File: config.mk
export PLATFORM = sky130hd
export DESIGN_NAME = nvdla_periph_master
export DESIGN_NICKNAME = d
export VERILOG_FILES = /design/src/rtl/nvdla_periph_master_pkg.sv /design/src/rtl/nvdla_periph_req_port.sv /design/src/rtl/nvdla_periph_master.sv
export SDC_FILE = /design/constraint.sdc
export NUM_CORES = 1
export LEC_CHECK = 0
export CORE_UTILIZATION = 39
export CTS_CLUSTER_DIAMETER = 120
export DETAILED_ROUTE_END_ITERATION = 12
export GPL_TIMING_DRIVEN = 0
export PLACE_DENSITY = 0.68
export SYNTH_ARGS = -nofsm -noshare
export SYNTH_HDL_FRONTEND = slang
export SYNTH_SLANG_ARGS = --single-unit
File: constraint.sdc
create_clock -name clk_i -period 7.17 [get_ports clk_i]
set_clock_uncertainty 0.15 [all_clocks]
set_input_delay 0.717 -clock clk_i [delete_from_list [all_inputs] [get_ports clk_i]]
set_output_delay 0.717 -clock clk_i [all_outputs]
set_load 0.005 [all_outputs]
File: src/rtl/nvdla_periph_master_pkg.sv
// Shared definitions for the NVDLA peripheral-bus job initiator: register
// offsets inside the HWPE register file, FSM states, completion error codes
// and the request descriptor carried to the bus request port.
package nvdla_periph_master_pkg;

   // Register offsets relative to the HWPE register file base
   localparam logic [31:0] REG_TRIGGER = 32'h0000_0000;
   localparam logic [31:0] REG_ACQUIRE = 32'h0000_0004;
   localparam logic [31:0] REG_GENERIC = 32'h0000_0040;

   // ACQUIRE read data: bit 31 set means no context is free yet
   localparam int ACQ_BUSY_BIT = 31;

   typedef enum logic [2:0] {
      ST_IDLE,
      ST_ACQ_REQ,
      ST_ACQ_WAIT,
      ST_WR_REG,
      ST_TRIG,
      ST_WAIT_EVT,
      ST_DONE
   } state_t;

   typedef enum logic [1:0] {
      ERR_OK        = 2'd0,
      ERR_ACQ_RETRY = 2'd1,
      ERR_TIMEOUT   = 2'd2
   } err_t;

   // One bus request: byte address, direction (1 = read) and write data
   typedef struct packed {
      logic [31:0] add;
      logic        wen;
      logic [31:0] data;
   } bus_req_t;

   // What the bus shows when no request is outstanding
   localparam bus_req_t IDLE_REQ = '{add: 32'h0, wen: 1'b1, data: 32'h0};

   // Byte offset of generic job register idx
   function automatic logic [31:0] generic_off(input logic [31:0] idx);
      return REG_GENERIC + (idx << 2);
   endfunction

endpackage

File: src/rtl/nvdla_periph_req_port.sv
// Request slot of the peripheral bus initiator. A request is loaded by a
// one-cycle issue strobe and its fields are frozen until the grant is sampled.
// A new request may be loaded in the same cycle the current one is granted,
// which gives back-to-back transfers without an idle bubble.
module nvdla_periph_req_port
   import nvdla_periph_master_pkg::*;
(
   input  logic     clk,
   input  logic     rst,
   input  logic     issue,
   input  bus_req_t next_req,
   input  logic     gnt,
   output logic     req,
   output bus_req_t cur
);

   // Load when the slot is empty or being granted; otherwise hold until grant
   always_ff @(posedge clk) begin
      if (rst) begin
         req <= 1'b0;
         cur <= IDLE_REQ;
      end else if (issue && (!req || gnt)) begin
         req <= 1'b1;
         cur <= next_req;
      end else if (req && gnt) begin
         req <= 1'b0;
         cur <= IDLE_REQ;
      end
   end

endmodule

File: src/rtl/nvdla_periph_master.sv
// Peripheral-bus initiator that runs one NVDLA HWPE job at a time: acquire a
// context, write the generic job registers, write TRIGGER, then wait for the
// completion event (or time out) and report the context ID and status.
module nvdla_periph_master
   import nvdla_periph_master_pkg::*;
#(
   parameter logic [31:0] BASE_ADDR      = 32'h0000_0000,
   parameter int          N_IO_REGS      = 8,
   parameter int          ID_WIDTH       = 10,
   parameter int          TIMEOUT_CYCLES = 65535,
   parameter int          MAX_ACQ_RETRY  = 15
) (
   input  logic                    clk_i,
   input  logic                    rst_i,
   input  logic                    job_valid_i,
   output logic                    job_ready_o,
   input  logic [N_IO_REGS*32-1:0] job_regs_i,
   output logic                    done_valid_o,
   output logic [7:0]              done_job_id_o,
   output logic [1:0]              done_err_o,
   output logic                    busy_o,
   output logic                    periph_req_o,
   input  logic                    periph_gnt_i,
   output logic [31:0]             periph_add_o,
   output logic                    periph_wen_o,
   output logic [3:0]              periph_be_o,
   output logic [31:0]             periph_data_o,
   output logic [ID_WIDTH-1:0]     periph_id_o,
   input  logic                    periph_r_valid_i,
   input  logic [31:0]             periph_r_data_i,
   input  logic [ID_WIDTH-1:0]     periph_r_id_i,
   input  logic                    evt_i
);

   localparam int TO_W  = $clog2(TIMEOUT_CYCLES + 1);
   localparam int RT_W  = $clog2(MAX_ACQ_RETRY + 1);
   localparam int IDX_W = (N_IO_REGS > 1) ? $clog2(N_IO_REGS) : 1;

   localparam logic [IDX_W-1:0] LAST_IDX = IDX_W'(N_IO_REGS - 1);
   localparam logic [TO_W-1:0]  TO_LIMIT = TO_W'(TIMEOUT_CYCLES);
   localparam logic [RT_W-1:0]  RT_LIMIT = RT_W'(MAX_ACQ_RETRY);

   state_t           state, state_n;
   err_t             err, err_n;
   logic [RT_W-1:0]  retry, retry_n, retry_inc;
   logic [TO_W-1:0]  tcnt, tcnt_n, tcnt_inc;
   logic [IDX_W-1:0] idx, idx_n;
   logic [7:0]       job_id, job_id_n;
   logic [31:0]      regs [N_IO_REGS];
   logic             issue, take_rsp, rsp_ok, req;
   bus_req_t         next_req, cur;
   logic             unused_rdata;

   function automatic bus_req_t make_read(input logic [31:0] a);
      bus_req_t r;
      r.add  = a;
      r.wen  = 1'b1;
      r.data = 32'h0;
      return r;
   endfunction

   function automatic bus_req_t make_write(input logic [31:0] a, input logic [31:0] d);
      bus_req_t r;
      r.add  = a;
      r.wen  = 1'b0;
      r.data = d;
      return r;
   endfunction

   // Cycle counter increment that sticks at the limit instead of wrapping
   function automatic logic [TO_W-1:0] sat_inc(input logic [TO_W-1:0] v);
      return (v == TO_LIMIT) ? v : v + TO_W'(1);
   endfunction

   assign retry_inc = retry + RT_W'(1);
   assign tcnt_inc  = sat_inc(tcnt);

   // Only ACQUIRE responses tagged with our (constant zero) ID are ours
   assign rsp_ok = periph_r_valid_i && (periph_r_id_i == '0);

   // Only the busy flag and the context ID field of ACQUIRE data are meaningful
   assign unused_rdata = ^periph_r_data_i[30:8];

   // Next-state logic; bus requests are issued on the transition into the
   // state that owns them so they appear on the bus the following cycle
   always_comb begin
      state_n  = state;
      err_n    = err;
      retry_n  = retry;
      tcnt_n   = tcnt;
      idx_n    = idx;
      job_id_n = job_id;
      issue    = 1'b0;
      next_req = IDLE_REQ;
      take_rsp = 1'b0;

      unique case (state)
         ST_IDLE: begin
            if (job_valid_i) begin
               state_n  = ST_ACQ_REQ;
               err_n    = ERR_OK;
               retry_n  = '0;
               tcnt_n   = '0;
               idx_n    = '0;
               job_id_n = '0;
               issue    = 1'b1;
               next_req = make_read(BASE_ADDR + REG_ACQUIRE);
            end
         end
         ST_ACQ_REQ: begin
            // A response arriving together with its grant is consumed here
            if (periph_gnt_i) begin
               state_n  = ST_ACQ_WAIT;
               take_rsp = rsp_ok;
            end
         end
         ST_ACQ_WAIT: begin
            take_rsp = rsp_ok;
         end
         ST_WR_REG: begin
            if (periph_gnt_i) begin
               if (idx == LAST_IDX) begin
                  state_n  = ST_TRIG;
                  issue    = 1'b1;
                  next_req = make_write(BASE_ADDR + REG_TRIGGER, 32'h0);
               end else begin
                  idx_n    = idx + IDX_W'(1);
                  issue    = 1'b1;
                  next_req = make_write(BASE_ADDR + generic_off(32'(idx_n)), regs[idx_n]);
               end
            end
         end
         ST_TRIG: begin
            if (periph_gnt_i) begin
               tcnt_n  = '0;
               state_n = ST_WAIT_EVT;
            end
         end
         ST_WAIT_EVT: begin
            // The event takes priority over a timeout in the same cycle
            if (evt_i) begin
               state_n = ST_DONE;
               err_n   = ERR_OK;
            end else begin
               tcnt_n = tcnt_inc;
               if (tcnt_inc == TO_LIMIT) begin
                  state_n = ST_DONE;
                  err_n   = ERR_TIMEOUT;
               end
            end
         end
         ST_DONE: begin
            state_n = ST_IDLE;
         end
         default: begin
            state_n = ST_IDLE;
         end
      endcase

      if (take_rsp) begin
         if (!periph_r_data_i[ACQ_BUSY_BIT]) begin
            job_id_n = periph_r_data_i[7:0];
            idx_n    = '0;
            state_n  = ST_WR_REG;
            issue    = 1'b1;
            next_req = make_write(BASE_ADDR + generic_off(32'h0), regs[0]);
         end else begin
            retry_n = retry_inc;
            if (retry_inc == RT_LIMIT) begin
               state_n = ST_DONE;
               err_n   = ERR_ACQ_RETRY;
            end else begin
               state_n  = ST_ACQ_REQ;
               issue    = 1'b1;
               next_req = make_read(BASE_ADDR + REG_ACQUIRE);
            end
         end
      end
   end

   // State register
   always_ff @(posedge clk_i) begin
      if (rst_i) begin
         state <= ST_IDLE;
      end else begin
         state <= state_n;
      end
   end

   // Job context: counters, register index, granted ID and completion status
   always_ff @(posedge clk_i) begin
      if (rst_i) begin
         err    <= ERR_OK;
         retry  <= '0;
         tcnt   <= '0;
         idx    <= '0;
         job_id <= '0;
      end else begin
         err    <= err_n;
         retry  <= retry_n;
         tcnt   <= tcnt_n;
         idx    <= idx_n;
         job_id <= job_id_n;
      end
   end

   // Capture the job descriptor when a job is accepted
   always_ff @(posedge clk_i) begin
      if (state == ST_IDLE && job_valid_i) begin
         for (int i = 0; i < N_IO_REGS; i++) begin
            regs[i] <= job_regs_i[32*i +: 32];
         end
      end
   end

   nvdla_periph_req_port u_req_port (
      .clk      (clk_i),
      .rst      (rst_i),
      .issue    (issue),
      .next_req (next_req),
      .gnt      (periph_gnt_i),
      .req      (req),
      .cur      (cur)
   );

   assign job_ready_o   = (state == ST_IDLE);
   assign busy_o        = (state != ST_IDLE);
   assign done_valid_o  = (state == ST_DONE);
   assign done_job_id_o = job_id;
   assign done_err_o    = err;

   assign periph_req_o  = req;
   assign periph_add_o  = cur.add;
   assign periph_wen_o  = cur.wen;
   assign periph_data_o = cur.data;
   assign periph_be_o   = 4'hF;
   assign periph_id_o   = '0;

endmodule

==> results.toml <==
[outcome]
status = "finished, final reports clean"

[min_path]
min_path_type = "flip-flop to flip-flop"
hold_end = "u_req_port.cur[39]"
hold_depth = 2
hold_start = "u_req_port.cur[39]"

[detailed_routing]
dr.pass1.iters = 5
drc = 0
vias = 9309
viasPerCell = 5.106
routedWlPerCell_um = 20.50
ant_nets = 0
wl_um = 37370
initialDrtViolationCount = 533

[global_routing]
grt_pass1_wl_um = 55720
grt_antenna_before_repair = 8
grt_overflow = 0
grt_max_degree = 143
grt_usage_pct = 20.81
grt_pass1_vias = 9538

[job]
cap_violations = 0

[logic_synthesis]
synth_area_per_cell_um2 = 14.85
synthTopCellsByArea = "edfxtp_1 56%, dfxtp_1 11%, mux4_2 10%"
syn-cell-area_um2 = 13730
ys.warnings.count = 0
ys.flop_type = "edfxtp_1"
synthArstFlopShare_pct = 0
syn_inst = 925
ys_seq_area_share_pct = 66.76
synth_top_area_cell = "edfxtp_1"
synth.distinct_cells = 62
synth_top_area_share_pct = 55.97
ys_seq_elements = 330
synth_edf_count = 256

[power_and_ir_drop]
p_per_area_nw_per_um2 = 255.0
intPower_uw = 3733
fin_total_pwr_uw = 4846
ir_drop_uv = 233.1
pwr-share-seq_pct = 49.5
p_sw_uw = 1113
power_leakage_uw = 0.006330
comb_power_share_pct = 12.0
p_clk_share_pct = 38.5
switching_share_pct = 22.97

[cells_and_area]
nets = 1647
fill_cells = 2831
drive_gt1_share_pct = 13.95
multi_input_area_um2 = 4086
regArea_um2 = 9169
area_growth_pct = 38.35
finalNonFillerCells = 1823

[clock_tree]
worst_skew_pair.late_latency_ps = 520
cts_tree = "built"
cts-root-buf = "clkbuf_16"
postCtsResizedCells = 0
clkSlewWorstSetupHoldPaths_ps = 60
clock_path_buffers = 3
htreeDepth = 2
holdBufCountCts = 0
cts_buffers = 37
cts_setup_buffers = 0
cts_sinks = 330

[setup_path]
worstPathArrival_ps = 3180
critPathMaxFanout = 142
required_ps = 7170
cp-end-kind = "flip-flop"
rrSetupSlack_ps = 3980
start_kind = "flip-flop"
rr_startpoint = "state[2]"
criticalPathCategory = "flip-flop to flip-flop"
reg2reg_depth = 5
rr_endpoint = "regs[5][1]"

[floorplanning]
core_area_um2 = 34630
dieArea_um2 = 35970
initial_core_util_pct = 39.66
dieWidth_um = 189.7
top_level_ports = 397
die_h_um = 189.7
num_rows = 68

[timing]
maxSlewViolCount = 0
max-slew-margin-rel_pct = 25.50
timing.final.crit_share_pct = 44.44
fmax_mhz = 313.8
rsz0062_at_grt = "false"
holdWs_ps = 316.1
tightest_slew_ps = 1118
setup_viol = 0
fin_ws_ps = 3983
finalCriticalPeriod_ps = 3187
finalHoldViolCount = 0

[placement]
numPortBuffers = 331
place_hpwl_um = 26780
globalplace.congestion = 0.8961
dpl.cell_count = 1752
pre_cts_ws_ps = 3511
[worst max-delay path, cell delays in order, from the launching register on]
cell,delay (ps)
dfxtp_1,310
clkbuf_1,250
nor3_1,410
nand2_1,350
inv_8,630
buf_16,500
[synthesized netlist by cell type (6+ instances only)]
library cell,instances
inv_1,14
dfxtp_1,74
buf_1,6
mux2i_1,33
ha_1,7
buf_2,14
a22oi_1,35
a21oi_1,30
a31oi_1,11
nor3_1,12
nor2_1,59
edfxtp_1,256
nand2_1,74
mux4_2,64
clkbuf_1,34
buf_4,43
a311oi_1,6
nand4_1,8
nand3_1,20
o21ai_0,54
[layout make-up]
class	instances	area share, %
diodes	6	0.07901
multi-input cells	521	21.51
well taps	455	2.996
clock inverters	21	1.119
repair buffers	332	17.58
inverters	14	0.3161
clock buffers	44	5.116
plain buffers	100	3.035
flip-flops and latches	330	48.25
[power groups by stage]
stage          Combinational [uW]  Clock [uW]  Sequential [uW]
2_1_floorplan                 302           0             2470
3_3_place_gp                  565           0             2510
4_1_cts                       587        1910             2400
6_report                      580        1870             2400
3_5_place_dp                  586           0             2440
5_1_grt                       627        1980             2420
[per-stage QoR]
stage | utilization (%) | instance area, um^2 | TNS, ps
after floorplan | - | 13880 | 0
after global placement | 51.31 | 17770 | -524580
after detailed placement | 51.41 | 17800 | 0
after CTS | 54.83 | 18990 | 0
after global routing | 54.87 | 19000 | 0
final | 54.87 | 19000 | 0
[layout by cell type, fill, tap and decap left out, types with 11 or more instances in the layout]
cell	synthesis	final
a21oi_1	30	30
a22oi_1	35	35
a31oi_1	11	11
buf_2	14	14
buf_4	43	43
clkbuf_1	34	39
clkbuf_16	0	37
clkdlybuf4s50_1	0	331
conb_1	2	42
dfxtp_1	74	74
edfxtp_1	256	256
inv_1	14	13
mux2i_1	33	33
mux4_2	64	64
nand2_1	74	74
nand3_1	20	20
nor2_1	59	59
nor3_1	12	12
o21ai_0	54	54
[cell families (layout without fill, tap and decap cells)]
group           count (synthesis)  in the layout  synth area share (%)
compound gates                168            168                 7.999
xor+xnor                        2              2                0.1276
fa+ha+maj                       7              7                0.6377
buf+inv                       114            511                 4.582
flops                         330            330                 66.76
mux                            98             98                 12.98
other cells                     2             48               0.05468
simple gates                  204            204                 6.860
[per-layer routing]
| metal | GRT usage, % | up-vias | routed length, um |
|---|---|---|---|
| li1 | - | 4340 | - |
| met1 | 24.21 | 4506 | 14220 |
| met2 | 35.76 | 392 | 18930 |
| met3 | 6.641 | 67 | 3107 |
| met4 | 7.878 | 4 | 1089 |
| met5 | 0 | - | 27 |
[sequential cells by signal, summed over array words and instances, names as in the netlist]
name	count
idx	3
u_req_port.cur	37
tcnt	16
regs	256
retry	4
done_job_id_o	8
u_req_port.req	1
state	3
done_err_o	2
[worst max path at each step]
stage / cells after the start / from / to
after floorplan: 7 / state[1] / u_req_port.cur[35]
after global placement: 6 / job_valid_i / u_req_port.cur[35]
after detailed placement: 9 / periph_r_id_i[1] / u_req_port.cur[29]
after CTS: 8 / idx[0] / u_req_port.cur[29]
after global routing: 5 / state[1] / regs[1][21]
final: 5 / state[2] / regs[5][1]
(Power assumes the default switching activity.)
